===== src/rtl/uart_tx_fifo_if.sv =====
// Enqueue-side bus of the UART transmitter: the word, its strobe, and the
// FIFO status returned to the producer.
interface uart_tx_fifo_if #(
    parameter int dataBits  = 8,
    parameter int fifoDepth = 16
);
    logic [dataBits-1:0]        data;
    logic                       send_trigger;
    logic                       ready;
    logic [$clog2(fifoDepth):0] fifo_count;

    modport master (
        output data,
        output send_trigger,
        input  ready,
        input  fifo_count
    );

    modport slave (
        input  data,
        input  send_trigger,
        output ready,
        output fifo_count
    );
endinterface


===== src/rtl/uart_tx_fifo.sv =====
// UART transmitter with a TX FIFO.
// Words pushed over the bus are queued and then framed as
// start / data (LSB first) / optional parity / stop bits.
// Frames go out back to back while the FIFO holds words.
module uart_tx_fifo #(
    parameter int clkFreq    = 100000000,
    parameter int baudRate   = 115200,
    parameter int dataBits   = 8,
    parameter int parityMode = 0,
    parameter int stopBits   = 1,
    parameter int fifoDepth  = 16
) (
    input  logic          clk,
    input  logic          rst,
    uart_tx_fifo_if.slave bus,
    output logic          signal,
    output logic          busy
);
    localparam int CLK_PER_BIT = clkFreq / baudRate;
    localparam int CNT_W       = $clog2(CLK_PER_BIT + 1);
    localparam int PTR_W       = $clog2(fifoDepth);
    localparam int COUNT_W     = PTR_W + 1;
    localparam int BIT_W       = 4;
    localparam logic ODD_PAR   = (parityMode == 2);

    typedef enum logic [2:0] {
        IDLE,
        START,
        DATA,
        PARITY,
        STOP
    } state_t;

    state_t r_state;
    state_t w_state_n;

    // FIFO storage and bookkeeping
    logic [dataBits-1:0] r_mem [fifoDepth];
    logic [PTR_W-1:0]    r_wr_ptr;
    logic [PTR_W-1:0]    r_rd_ptr;
    logic [COUNT_W-1:0]  r_count;

    // Frame datapath
    logic [CNT_W-1:0]    r_clk_cnt;
    logic [BIT_W-1:0]    r_bit_idx;
    logic [dataBits-1:0] r_shift;
    logic                r_par;
    logic                r_signal;

    logic                w_push;
    logic                w_pop;
    logic                w_empty;
    logic                w_ready;
    logic                w_tick;
    logic                w_last_data;
    logic                w_last_stop;
    logic [dataBits-1:0] w_head;
    logic                w_par_head;
    logic [dataBits-1:0] w_shift_n;
    logic                w_line_n;

    assign w_empty     = (r_count == '0);
    assign w_ready     = (r_count < COUNT_W'(fifoDepth));
    assign w_push      = bus.send_trigger && w_ready;
    assign w_head      = r_mem[r_rd_ptr];
    assign w_par_head  = (^w_head) ^ ODD_PAR;
    assign w_tick      = (r_clk_cnt == CNT_W'(CLK_PER_BIT - 1));
    assign w_last_data = (r_bit_idx == BIT_W'(dataBits - 1));
    assign w_last_stop = (r_bit_idx == BIT_W'(stopBits - 1));

    assign bus.ready      = w_ready;
    assign bus.fifo_count = r_count;
    assign signal         = r_signal;
    assign busy           = (r_state != IDLE);

    // FSM state register
    always_ff @(posedge clk or posedge rst) begin
        if (rst) begin
            r_state <= IDLE;
        end else begin
            r_state <= w_state_n;
        end
    end

    // Next state, pop decision, next shift contents and next line level
    always_comb begin
        w_state_n = r_state;
        w_pop     = 1'b0;
        w_shift_n = r_shift;
        w_line_n  = 1'b1;
        case (r_state)
            IDLE: begin
                if (!w_empty) begin
                    w_state_n = START;
                    w_pop     = 1'b1;
                end
            end
            START: begin
                if (w_tick) begin
                    w_state_n = DATA;
                end
            end
            DATA: begin
                if (w_tick) begin
                    w_shift_n = r_shift >> 1;
                    if (w_last_data) begin
                        w_state_n = (parityMode != 0) ? PARITY : STOP;
                    end
                end
            end
            PARITY: begin
                if (w_tick) begin
                    w_state_n = STOP;
                end
            end
            STOP: begin
                if (w_tick && w_last_stop) begin
                    if (!w_empty) begin
                        w_state_n = START;
                        w_pop     = 1'b1;
                    end else begin
                        w_state_n = IDLE;
                    end
                end
            end
            default: begin
                w_state_n = IDLE;
            end
        endcase

        if (w_pop) begin
            w_shift_n = w_head;
        end

        // The line level is chosen for the state being entered, so the
        // registered output changes on the same edge as the state.
        case (w_state_n)
            START:   w_line_n = 1'b0;
            DATA:    w_line_n = w_shift_n[0];
            PARITY:  w_line_n = r_par;
            default: w_line_n = 1'b1;
        endcase
    end

    // FIFO pointers and occupancy count
    always_ff @(posedge clk or posedge rst) begin
        if (rst) begin
            r_wr_ptr <= '0;
            r_rd_ptr <= '0;
            r_count  <= '0;
        end else begin
            if (w_push) begin
                r_wr_ptr <= r_wr_ptr + 1'b1;
            end
            if (w_pop) begin
                r_rd_ptr <= r_rd_ptr + 1'b1;
            end
            case ({w_push, w_pop})
                2'b10:   r_count <= r_count + 1'b1;
                2'b01:   r_count <= r_count - 1'b1;
                default: r_count <= r_count;
            endcase
        end
    end

    // FIFO storage write port
    always_ff @(posedge clk) begin
        if (w_push) begin
            r_mem[r_wr_ptr] <= bus.data;
        end
    end

    // Bit timing, shift register, parity latch and registered line
    always_ff @(posedge clk or posedge rst) begin
        if (rst) begin
            r_clk_cnt <= '0;
            r_bit_idx <= '0;
            r_shift   <= '0;
            r_par     <= 1'b0;
            r_signal  <= 1'b1;
        end else begin
            if (r_state == IDLE || w_tick || w_pop) begin
                r_clk_cnt <= '0;
            end else begin
                r_clk_cnt <= r_clk_cnt + 1'b1;
            end

            if (w_state_n != r_state) begin
                r_bit_idx <= '0;
            end else if (w_tick) begin
                r_bit_idx <= r_bit_idx + 1'b1;
            end

            r_shift  <= w_shift_n;
            r_signal <= w_line_n;
            if (w_pop) begin
                r_par <= w_par_head;
            end
        end
    end
endmodule


===== src/flat_wrapper.sv =====
// flat-port wrapper written by rule: the top's interface ports become plain ports
module uart_tx_fifo_flat 
#(
    parameter int clkFreq    = 100000000,
    parameter int baudRate   = 115200,
    parameter int dataBits   = 8,
    parameter int parityMode = 0,
    parameter int stopBits   = 1,
    parameter int fifoDepth  = 16
)
  (clk, rst, signal, busy, bus_data, bus_send_trigger, bus_ready, bus_fifo_count);
  uart_tx_fifo_if #(.dataBits(dataBits), .fifoDepth(fifoDepth)) bus_i ();
  input  logic clk;
  input  logic rst;
  output logic signal;
  output logic busy;
  input wire logic [$bits(bus_i.data)-1:0] bus_data;
  input wire logic [$bits(bus_i.send_trigger)-1:0] bus_send_trigger;
  output wire logic [$bits(bus_i.ready)-1:0] bus_ready;
  output wire logic [$bits(bus_i.fifo_count)-1:0] bus_fifo_count;
  assign bus_i.data = bus_data;
  assign bus_i.send_trigger = bus_send_trigger;
  assign bus_ready = bus_i.ready;
  assign bus_fifo_count = bus_i.fifo_count;
  uart_tx_fifo #(.clkFreq(clkFreq), .baudRate(baudRate), .dataBits(dataBits), .parityMode(parityMode), .stopBits(stopBits), .fifoDepth(fifoDepth)) u_core (.clk(clk), .rst(rst), .bus(bus_i), .signal(signal), .busy(busy));
endmodule

===== config.mk =====
export PLATFORM = sky130hd
export DESIGN_NAME = uart_tx_fifo_flat
export DESIGN_NICKNAME = d
export VERILOG_FILES = /design/src/rtl/uart_tx_fifo_if.sv /design/src/rtl/uart_tx_fifo.sv /design/src/flat_wrapper.sv
export SDC_FILE = /design/constraint.sdc
export NUM_CORES = 1
export LEC_CHECK = 0
export BUFFER_PORTS_ARGS = -buffer_cell sky130_fd_sc_hd__buf_2
export CORE_UTILIZATION = 45
export CTS_CLUSTER_DIAMETER = 40
export DETAILED_ROUTE_END_ITERATION = 12
export SKIP_LAST_GASP = 1
export SLEW_MARGIN = 20
export SYNTH_ARGS = -nofsm -noshare
export SYNTH_HDL_FRONTEND = slang
export SYNTH_SLANG_ARGS = --single-unit

===== constraint.sdc =====
create_clock -name clk -period 7.9 [get_ports clk]
set_input_delay 0.79 -clock clk [delete_from_list [all_inputs] [get_ports clk]]
set_output_delay 0.79 -clock clk [all_outputs]
set_load 0.01 [all_outputs]

# ---- Word-level counts from Yosys, hierarchy flattened
# Memory sizes are Yosys's and may differ from the RTL's.
# Index checks and enable logic that the tools add are counted.
dict set report op_classes {
  add_sub_neg 6
  n_lt_le_gt_ge 1
  eq_ne 12
  muxes 21
  n_reduce_logical 14
}
# operator count
set ops {}
lappend ops {{$mux W8} 3}
lappend ops {{$mux W3} 6}
lappend ops {{$pmux W3 S5} 1}
lappend ops {{$add A4 B1 Y4 const B} 3}
lappend ops {{$eq A3 B2 Y1 const B} 4}
lappend ops {{$add A10 B1 Y10 const B} 1}
lappend ops {{$eq A10 B10 Y1 const B} 1}
lappend ops {{$mux W10} 1}
lappend ops {{$pmux W5 S2} 1}
lappend ops {{$mux W4} 2}
lappend ops {{$reduce_bool A2 Y1} 4}
lappend ops {{$reduce_xor A8 Y1} 1}
lappend ops {{$eq A3 B1 Y1 const B} 2}
lappend ops {{$add A5 B1 Y5 const B} 1}
lappend ops {{$logic_not A5 Y1} 1}
lappend ops {{$lt A5 B5 Y1 const B} 1}
lappend ops {{$mux W1} 5}
lappend ops {{$sub A5 B1 Y5 const B} 1}
lappend ops {{$eq A4 B3 Y1 const B} 1}
lappend ops {{$logic_not A4 Y1} 1}
lappend ops {{$eq A3 B3 Y1 const B} 1}
lappend ops {{$logic_not A3 Y1} 1}
lappend ops {{$ne A3 B3 Y1} 1}
lappend ops {{$pmux W1 S3} 1}
lappend ops {{7 further kinds} 9}
dict set report totals {
  reg_bits 40
  ram_bits 128
  inputBits 11
  out_inout_bits 8
  wordCells 65
  n_memories 1
}
# name depth word_bits read_ports rd_clocked_by_memory_dff write_ports line_no
set mem_list {}
lappend mem_list {u_core.r_mem 16 8 1 0 1 uart_tx_fifo.sv:38} ;# logic [dataBits-1:0] r_mem [fifoDepth];

# ---- Longest topological paths before layout
# Gate-level depths: netlist of the first run.
dict set report logic_depth {
  depth_word 6
  mapped_depth 14
  ltp_nobuf 12
}

# ---- Worst setup path before layout of the first run
# OpenSTA, ideal clock, no wires.
dict set report synth_timing {
  kind {flip-flop to flip-flop}
  startpoint {register u_core.r_count[2], in the netlist u_core.bus.fifo_count[2]}
  endpoint {register u_core.r_count[4], in the netlist u_core.bus.fifo_count[4]}
  setup_ns 0.080
  t_arrival_ns 2.869
  t_required_ns 7.820
  slack_ns 4.951
  stages_incl_launch_ff 14
  path_buffers 3
  path_cell_list {dfrtp_1 > clkbuf_1 > or4_1 > o21ai_1 > a21oi_2 > buf_4 > ha_1 > clkbuf_1 > xor2_1 > ha_1 > o211a_1 > o21ai_0 > nor3b_2 > xnor2_1}
}
dict set report synth_via {
  elab_chain_cells 6
  elab_cells_between_ends 12
  classes_between {2 x add/sub; 1 x order compare; 2 x eq/ne; 4 x mux; 3 x reduce/logical}
}
# element line_no
set synth_lines {}
lappend synth_lines {{start, declared} uart_tx_fifo.sv:41} ;# logic [COUNT_W-1:0] r_count;
lappend synth_lines {{start signal, assigned} uart_tx_fifo.sv:159} ;# 2'b10: r_count <= r_count + 1'b1;
lappend synth_lines {{start signal, assigned} uart_tx_fifo.sv:160} ;# 2'b01: r_count <= r_count - 1'b1;
lappend synth_lines {{start signal, assigned} uart_tx_fifo.sv:161} ;# default: r_count <= r_count;
lappend synth_lines {{$logic_not A5 Y1 (*)} uart_tx_fifo.sv:62} ;# assign w_empty = (r_count == '0);
lappend synth_lines {{$mux W1 (*)} {uart_tx_fifo.sv:93, uart_tx_fifo.sv:118}}
lappend synth_lines {{$mux W1} uart_tx_fifo.sv:117} ;# if (w_tick && w_last_stop) begin
lappend synth_lines {{$pmux W1 S2 (*)} uart_tx_fifo.sv:91} ;# case (r_state)
lappend synth_lines {{named net u_core.w_pop} uart_tx_fifo.sv:51} ;# logic w_pop;
lappend synth_lines {{$eq A2 B1 Y1 or $eq A2 B2 Y1 (tied branches)} uart_tx_fifo.sv:158} ;# case ({w_push, w_pop})
lappend synth_lines {{$pmux W5 S2 or $reduce_bool A2 Y1 (tied branches)} n/a}
# Mark *: on every way through the listed nets, which the timed path passes. The rest lies on a longest branch.
# A chain may end at the register's enable or synchronous reset.

# ---- Worst setup path in the final report of the first run
dict set report layout_timing {
  startpoint {register u_core.r_clk_cnt[0]}
  endpoint {register u_core.r_count[4], in the netlist u_core.bus.fifo_count[4]}
}
dict set report layout_via {
  elab_chain_cells 6
  elab_cells_between_ends 8
  classes_between {3 x eq/ne; 3 x mux; 2 x reduce/logical}
}
# element line_no
set layout_lines {}
lappend layout_lines {{start, declared} uart_tx_fifo.sv:44} ;# logic [CNT_W-1:0] r_clk_cnt;
lappend layout_lines {{start signal, assigned} uart_tx_fifo.sv:185} ;# r_clk_cnt <= r_clk_cnt + 1'b1;
lappend layout_lines {{$eq A10 B10 Y1 (*)} uart_tx_fifo.sv:67} ;# assign w_tick = (r_clk_cnt == CNT_W'(CLK_PER_BIT - 1));
lappend layout_lines {{$logic_and A1 B1 Y1 (*)} uart_tx_fifo.sv:117}
lappend layout_lines {{$mux W1 (*)} uart_tx_fifo.sv:117}
lappend layout_lines {{$pmux W1 S2 (*)} uart_tx_fifo.sv:91}
lappend layout_lines {{$eq A2 B1 Y1 or $eq A2 B2 Y1 (tied branches)} uart_tx_fifo.sv:158}
lappend layout_lines {{$pmux W5 S2 or $reduce_bool A2 Y1 (tied branches)} n/a}
# Every way passes the cells marked *; elsewhere a longest branch is shown, timed or not.

==> metrics.md, run 1 <==
| Metric | Value |
|---|---|
| Run status | finished, final reports clean |
| Largest net degree at the start of global routing | 41 |
| Leak | 2.84 nW |
| Data required time at the worst endpoint | 8.25 ns |
| Sequential cell fraction of total power | 0.510 |
| Drt pass-1 iters | 5 |
| Number of buffers inserted to repair setup after CTS | 0 |
| Mux cell area share after synthesis | 0.121 |
| Initial Utilization | 0.464 |
| Logic depth of the worst register-to-register path | 10 |
| Filler cell count in the final layout | 1287 |
| Share of the clock period used by the worst path after layout | 0.446 |
| Sort of element at the end of the critical path | flip-flop |
| Max-capacitance violation count | 0 |
| Clock group share of total power | 0.395 |
| Main flop type after synthesis | sky130_fd_sc_hd__edfxtp_1 |
| Via Count | 3660 |
| CP Max Fanout | 27 |
| Data arrival time of the worst path | 3.88 ns |
| Worst-case clock buffer depth | 2 |
| Number of global-route vias before repair | 3808 |
| Total die area | 0.0163 sq mm |
| Maximum level of the CTS H-tree | 4 |
| Post-Route Setup TNS | 0 ns |
| Cell-by-cell listing of the critical path | ha_1 -> and3b_1 -> nand4_1 -> a21oi_2 -> ha_1 -> ha_1 -> a41o_1 -> o21ai_0 -> nor3b_2 -> xnor2_1 |
| Worst-case vdd ir drop | 0.153 mV |
| DRC marker count from the first detailed-route iteration | 310 |
| Most Frequent Cell on Critical Path | sky130_fd_sc_hd__ha_1 |
| Rows | 45 |
| Count of final max-slew check failures | 0 |
| Net switching power | 0.521 mW |
| Post-synthesis cell type count | 48 |
| Clock Pin Slew Worst Setup and Hold Paths | 0.07 ns |
| Final hold violation count | 0 |
| Synthesized-area fraction occupied by and/or/nand/nor cells | 0.0719 |
| Compound-Gate Fraction of Synth Area | 0.0417 |
| Synthesized instance count | 436 |
| Routed WL | 13300 um |
| Total clock sinks | 168 |
| Cell area after synthesis | 0.00710 sq mm |
| Yosys Warn Count | 0 |
| Commonest cells in the netlist | 128 x sky130_fd_sc_hd__edfxtp_1, 39 x sky130_fd_sc_hd__dfrtp_1, 35 x sky130_fd_sc_hd__nor2_1, 33 x sky130_fd_sc_hd__nand2_1, 25 x sky130_fd_sc_hd__mux4_2 |
| I/O pins | 19 |
| Register bit count reported by yosys | 168 |
| Area of the multi-input gates | 0.00206 sq mm |
| Die Y-Extent | 128 um |
| Port bufs | 18 |
| Pwr Total | 2.09 mW |
| Combinational group share of total power | 0.094 |
| Clock insertion delay at the later pin of the skew report | 0.43 ns |
| Layout cell share with drive strength beyond 1 | 0.194 |
| CTS buffer count | 17 |
| Internal power summed over all cells | 1.57 mW |
| Seq/Total Area, Yosys | 0.682 |
| Main combinational cell family by area after synthesis | multiplexers |
| Cell at the root of the clock tree | sky130_fd_sc_hd__clkbuf_16 |
| Leading cell type by number of instances after synthesis | sky130_fd_sc_hd__edfxtp_1 |
| Library cell occupying the most area in the post-synthesis netlist | sky130_fd_sc_hd__edfxtp_1 |
| Post-Synth Adder-Cell Area | 0.0194 |
| # setup viols final | 0 |
| Overall Global Routing Usage | 0.180 |
| Number of nets in the synthesized netlist | 458 |
| DRC violation count after routing | 0 |
| Setup repair after global routing missed its margin | no |
| Area of the core | 0.0153 sq mm |
| Portion of synthesized cell area occupied by the leading cell type | 0.541 |
| Syn Area/Cell | 16.3 sq um |
| Cell area after placement | 0.00735 sq mm |
| # hold bufs at CTS | 0 |
| CP Class | reg2reg |
| Worst Setup Start Kind | flip-flop |
| Average detailed-routed wire length per instance | 19.5 um |
| Number of antenna violations at the first check in global routing | 0 |
| Number of nets in the finished design | 479 |
| Die X | 128 um |
| Number of cells after detailed placement | 649 |
| Classification of the worst-slack hold path | in2async |
| Average via count per standard cell | 5.37 |
| HPWL after detailed placement | 8430 um |
| Achievable Freq | 284 MHz |
| GPL Wtd Cong | 0.750 |
| Layout Skew | 0.0135 ns |
| Asr flop ratio synth | 0.238 |
| Time the worst path needs with I/O delays and setup | 3.53 ns |
| Final cell count without fillers | 681 |
| Post-DRT Antenna Nets | 0 |
| Synth area leaders | sky130_fd_sc_hd__edfxtp_1 54%, sky130_fd_sc_hd__dfrtp_1 14%, sky130_fd_sc_hd__mux4_2 7.9%, sky130_fd_sc_hd__mux4_1 2.6%, sky130_fd_sc_hd__xnor2_1 2.3% |
| Worst slew slack as a fraction of its limit | 0.326 |
| Fraction of synthesized cell area in xor and xnor cells | 0.0358 |
| Max stage delay on crit path | 0.83 ns |
| Post-Layout Inst Area | 0.00794 sq mm |
| Area Growth Syn to Fin | 11.8% |
| Standard cell with the maximum stage delay on the critical path | sky130_fd_sc_hd__a21oi_2 |
| Area of all sequential standard cells | 0.00485 sq mm |
| Clock tree from TritonCTS | done |
| Final antenna diode count | 0 |
| Count of instances resized after the clock tree is built | 0 |
| Slew at the pin closest to its max-slew limit | 1.01 ns |
| Sw Ratio | 0.250 |
| Global-route wire length before repair | 21100 um |
| Power density over cell area | 263 mW/mm^2 |
| Global route total overflow | 0 |
| Number of enable-type register cells in the synthesized netlist | 128 |
## worst max-delay path, delay by kind of cell (launching register included)
family | cells | cell delay (ns)
adder cells (fa/ha/maj) | 3 | 1.09
AND/OR/NAND/NOR | 3 | 0.61
flip-flops | 1 | 0.39
AO/OA/AOI/OAI | 3 | 1.23
XOR/XNOR | 1 | 0.13
## layout by cell type (no fill, tap or decap), types with 2 or more instances in the layout
cell                         count
sky130_fd_sc_hd__inv_1          11
sky130_fd_sc_hd__ha_1           11
sky130_fd_sc_hd__o21ai_0        14
sky130_fd_sc_hd__nor2_1         35
sky130_fd_sc_hd__mux2_2          3
sky130_fd_sc_hd__nor3_1          7
sky130_fd_sc_hd__clkinv_4        4
sky130_fd_sc_hd__xor2_1         10
sky130_fd_sc_hd__nand4_1         5
sky130_fd_sc_hd__nand2b_1        3
sky130_fd_sc_hd__edfxtp_1      128
sky130_fd_sc_hd__a22oi_1        17
sky130_fd_sc_hd__inv_6           4
sky130_fd_sc_hd__nor3b_1         2
sky130_fd_sc_hd__a21oi_1         7
sky130_fd_sc_hd__nand3_1         4
sky130_fd_sc_hd__mux4_2         25
sky130_fd_sc_hd__buf_4           6
sky130_fd_sc_hd__clkbuf_16      17
sky130_fd_sc_hd__bufinv_16       2
sky130_fd_sc_hd__buf_2          18
sky130_fd_sc_hd__clkinvlp_4      2
sky130_fd_sc_hd__nor2b_1         3
sky130_fd_sc_hd__mux4_1          7
sky130_fd_sc_hd__dfrtp_2         2
sky130_fd_sc_hd__or3_1           2
sky130_fd_sc_hd__dfrtp_1        37
sky130_fd_sc_hd__and2_1          2
sky130_fd_sc_hd__xnor2_1        19
sky130_fd_sc_hd__clkinvlp_2      2
sky130_fd_sc_hd__nand2_1        33
sky130_fd_sc_hd__mux2i_1         8
## state kept, by name, summed over array words and instances, names as in the netlist
signal                 cells
u_core.bus.fifo_count      5
u_core.r_bit_idx           4
u_core.r_clk_cnt          10
u_core.r_mem             128
u_core.r_par               1
u_core.r_rd_ptr            4
u_core.r_shift             8
u_core.r_state             3
u_core.r_wr_ptr            4
u_core.signal              1
## per-stage QoR
| step | utilization | setup slack (ns) | hold WS [ns] |
|---|---|---|---|
| floorplan | - | 4.95 | 0.455 |
| global placement | 0.480 | 4.50 | 0.467 |
| detailed placement | 0.480 | 4.34 | 0.486 |
| CTS | 0.518 | 4.34 | 0.490 |
| global route | 0.518 | 3.91 | 0.516 |
| finish | 0.518 | 4.37 | 0.466 |
## final cells by class
cell class / instances / area share
sequential: 168 / 0.611
multi-input combinational: 235 / 0.259
clock buffer: 17 / 0.0536
tap: 211 / 0.0332
clock inverter: 15 / 0.0210
timing repair buffer: 24 / 0.0170
inverter: 11 / 0.00520
## kinds of logic after synthesis
logic type	Yosys count
AO/OA/AOI/OAI	46
AND/OR/NAND/NOR	106
buffers and inverters	33
multiplexers	43
adder cells (fa/ha/maj)	11
XOR/XNOR	29
flip-flops	168
## power by group through the flow
stage	combinational (mW)	sequential, mW	clock [mW]
after floorplan	0.142	1.06	0
after global routing	0.222	1.07	0.869
after detailed placement	0.200	1.08	0
after CTS	0.201	1.07	0.836
final	0.197	1.07	0.825
after global placement	0.195	1.08	0
## per-layer routing
layer	share of wire	vias up	track usage	wire (um)
met5	0	-	0	0
met2	0.51	59	0.301	6780
met3	0.044	12	0.0377	587
met1	0.43	1889	0.232	5740
met4	0.012	0	0.0692	159
li1	-	1700	-	-
## worst paths after layout
check                                    start  slack, ns                        to
max                        u_core.r_clk_cnt[0]       4.37  u_core.bus.fifo_count[4]
min reg2reg                u_core.r_clk_cnt[0]       0.49       u_core.r_clk_cnt[0]
min                                        rst       0.47  u_core.bus.fifo_count[2]
max reg2reg                u_core.r_clk_cnt[0]       4.37  u_core.bus.fifo_count[4]
max in group asynchronous                  rst       7.02        u_core.r_rd_ptr[2]
min in group clk           u_core.r_clk_cnt[0]       0.49       u_core.r_clk_cnt[0]
Power figures use the tool's default switching activity.
==> run 2, diff against run 1 <==
==> constraint.sdc (replaced) <==
create_clock -name clk -period 2.86 [get_ports clk]
set_input_delay 0.286 -clock clk [delete_from_list [all_inputs] [get_ports clk]]
set_output_delay 0.286 -clock clk [all_outputs]
set_load 0.01 [all_outputs]
==> run 2 against run 1 <==
Compared with the run above: critical path depth is the same; design area is 1.8% higher; die area is the same; total power rose to 2.7 times the previous value; clock power grew to 2.7 times the previous value; worst hold slack got worse by 0.21 ns; worst setup slack worse by 4.2 ns; maximum frequency rose by 32%; clock skew is 0.0023 ns lower; first-iteration DRC count down 29%; critical path type unchanged.
==> metrics.md, run 2 (synthesis gave the netlist of run 1 again) <==
| Metric | Value |
|---|---|
| Leading cell type in the layout, fill and taps excluded | sky130_fd_sc_hd__edfxtp_1 |
| Die Y-Extent | 128 um (unchanged) |
| Register with the most flip-flops | u_core.r_mem |
| DRC marker count from the first detailed-route iteration | 221 (-29%) |
| CP Class | reg2reg |
| Max-capacitance violation count | 0 (unchanged) |
| Global route total overflow | 0 (unchanged) |
| Largest registers | u_core.r_mem: 128 flops, u_core.r_clk_cnt: 10 flops, u_core.r_shift: 8 flops |
| Port bufs | 18 (unchanged) |
| Cells on Worst Hold Path | 1 |
| I/O pins | 19 (unchanged) |
| Drt pass-1 iters | 5 (unchanged) |
| Classification of the worst-slack hold path | in2reg |
| Clock insertion delay at the later pin of the skew report | 0.42 ns (about the same) |
| Post-DRT Antenna Nets | 0 (unchanged) |
| Pwr Total | 5.70 mW (+170%) |
| Met3 wire length | 476 um (-19%) |
| Setup slack of the worst register-to-register path | 0.19 ns (-4.19 ns) |
| Crit path max-delay family | simple AND/OR/NAND/NOR gates |
| Overall Global Routing Usage | 0.177 (-0.00308) |
| Count of final max-slew check failures | 0 (unchanged) |
| Total clock sinks | 168 (unchanged) |
| Area of the core | 0.0153 sq mm (unchanged) |
| Run status | finished, final reports clean |
| Cell-by-cell listing of the critical path | or4_1 -> o21ai_1 -> a21oi_2 -> ha_1 -> xor2_1 -> ha_1 -> o211a_1 -> o21ai_1 -> nor3b_2 -> xnor2_1 |
| Worst-case vdd ir drop | 0.455 mV (+200%) |
| Average detailed-routed wire length per instance | 18.7 um (-4.0%) |
| Standard cell with the maximum stage delay on the critical path | sky130_fd_sc_hd__or4_1 |
| Die X | 128 um (unchanged) |
| Met1 wire length | 5920 um (+3.2%) |
| Post-Route Setup TNS | 0 ns (unchanged) |
| Clock tree from TritonCTS | done |
| Highest routing layer actually used | met4 |
| Max stage delay on crit path | 0.54 ns (-0.29 ns) |
| Average via count per standard cell | 5.28 (-1.7%) |
| Commonest non-fill, non-tap cells in the layout | 128 x sky130_fd_sc_hd__edfxtp_1, 38 x sky130_fd_sc_hd__dfrtp_1, 35 x sky130_fd_sc_hd__nor2_1 |
| Worst-case clock buffer depth | 2 (unchanged) |
| Logic depth of the worst register-to-register path | 10 (unchanged) |
| Share of the clock period used by the worst path after layout | 0.934 (+0.488) |
| Data required time at the worst endpoint | 3.20 ns (-5.05 ns) |
| Worst slew slack as a fraction of its limit | 0.432 (+0.106) |
| Number of global-route vias before repair | 3773 (-0.92%) |
| Initial Utilization | 0.464 (unchanged) |
| Logic depth of the worst setup path including buffers | 10 (unchanged) |
| Maximum level of the CTS H-tree | 4 (unchanged) |
| Routed WL | 13100 um (-1.3%) |
| Time the worst path needs with I/O delays and setup | 2.67 ns (-0.855 ns) |
| Layout Skew | 0.0112 ns (-0.00231 ns) |
| # setup viols final | 0 (unchanged) |
| Routed wl met2 | 6510 um (-4.0%) |
| Clock Pin Slew Worst Setup and Hold Paths | 0.07 ns (about the same) |
| Number of nets in the finished design | 498 (+4.0%) |
| Cell at the root of the clock tree | sky130_fd_sc_hd__clkbuf_16 |
| CP Max Fanout | 5 (-81%) |
| Sort of element at the end of the critical path | flip-flop |
| Power density over cell area | 705 mW/mm^2 (+170%) |
| Buffer and inverter count on the worst path | 0 (unchanged) |
| Slew at the pin closest to its max-slew limit | 0.849 ns (-0.162 ns) |
| Filler cell count in the final layout | 1243 (-3.4%) |
| CTS buffer count | 17 (unchanged) |
| Area Growth Syn to Fin | 13.8% |
| Data arrival time of the worst path | 3.02 ns (-0.86 ns) |
| Largest net degree at the start of global routing | 41 (unchanged) |
| DRC violation count after routing | 0 (unchanged) |
| Number of antenna violations at the first check in global routing | 0 (unchanged) |
| HPWL after detailed placement | 8680 um (+3.0%) |
| Achievable Freq | 374 MHz (+32%) |
| GPL Wtd Cong | 0.825 (+10%) |
| Total die area | 0.0163 sq mm (unchanged) |
| Global-route wire length before repair | 20900 um (-1.0%) |
| Final hold violation count | 0 (unchanged) |
| Via Count | 3698 (+1.0%) |
| Number of flip-flops under the largest register name | 128 (unchanged) |
| Rows | 45 (unchanged) |
| Layout cell share with drive strength beyond 1 | 0.217 (+0.0232) |
| Leak | 2.95 nW (+3.9%) |
| Worst Setup Start Kind | flip-flop |
| Final antenna diode count | 0 (unchanged) |
==> run 2: cell types whose count changed in the layout (fill, tap and decap cells not counted), moves of 2 or more <==
cell,delta
sky130_fd_sc_hd__clkinvlp_2,-2
sky130_fd_sc_hd__inv_8,+2
sky130_fd_sc_hd__clkinv_2,+2
sky130_fd_sc_hd__clkinv_4,-2
sky130_fd_sc_hd__buf_12,+2
sky130_fd_sc_hd__buf_4,+16
==> run 2: repair_timing <==
action | in CTS | in global routing
setup buffers | 0 | 1
hold buffers | 1 | 0
gates resized for setup | 0 | 1
hold endpoints to repair | 3 | 0
setup endpoints to repair | 0 | 1
==> run 2: layer usage <==
metal | global-route usage | up-vias
met5 | 0 | -
met4 | 0.0699 | 0
met3 | 0.0423 | 13
met2 | 0.283 | 66
met1 | 0.236 | 1883
li1 | - | 1736
==> run 2: where the power goes <==
group	leakage, nW	switching, mW	internal, mW
Combinational	1.02	0.345	0.240
Sequential	1.65	0.117	2.81
Clock	0.279	0.965	1.22
==> run 2: final timing paths <==
check,end,startpoint
max in group asynchronous,u_core.r_rd_ptr[0],rst
hold reg to reg,u_core.r_clk_cnt[0],u_core.r_clk_cnt[0]
setup reg to reg,u_core.bus.fifo_count[4],u_core.bus.fifo_count[0]
hold / removal,u_core.r_mem[8][1],bus_data[1]
setup / recovery,u_core.bus.fifo_count[4],u_core.bus.fifo_count[0]
min in group asynchronous,u_core.bus.fifo_count[2],rst
==> run 2: metrics by stage <==
stage / utilization / hold WS, ns / instances / worst slack, ns / instance area, sq um
after detailed placement: 0.490 / 0.455 / 666 / 0.148 / 7500
final: 0.528 / 0.253 / 700 / 0.188 / 8080
after floorplan: - / 0.385 / 436 / 0.00129 / 7120
after global placement: 0.490 / 0.441 / 666 / 0.359 / 7500
after CTS: 0.527 / 0.240 / 699 / 0.120 / 8080
after global routing: 0.528 / 0.242 / 700 / -0.00295 / 8080
==> run 2: layout make-up <==
cell class / instances / area (sq um) / area share
sequential: 168 / 4850 / 0.600
multi-input combinational: 235 / 2060 / 0.255
tap: 211 / 264 / 0.0327
inverter: 11 / 41.3 / 0.00511
clock inverter: 14 / 138 / 0.0170
clock buffer: 18 / 429 / 0.0531
timing repair buffer: 43 / 305 / 0.0378
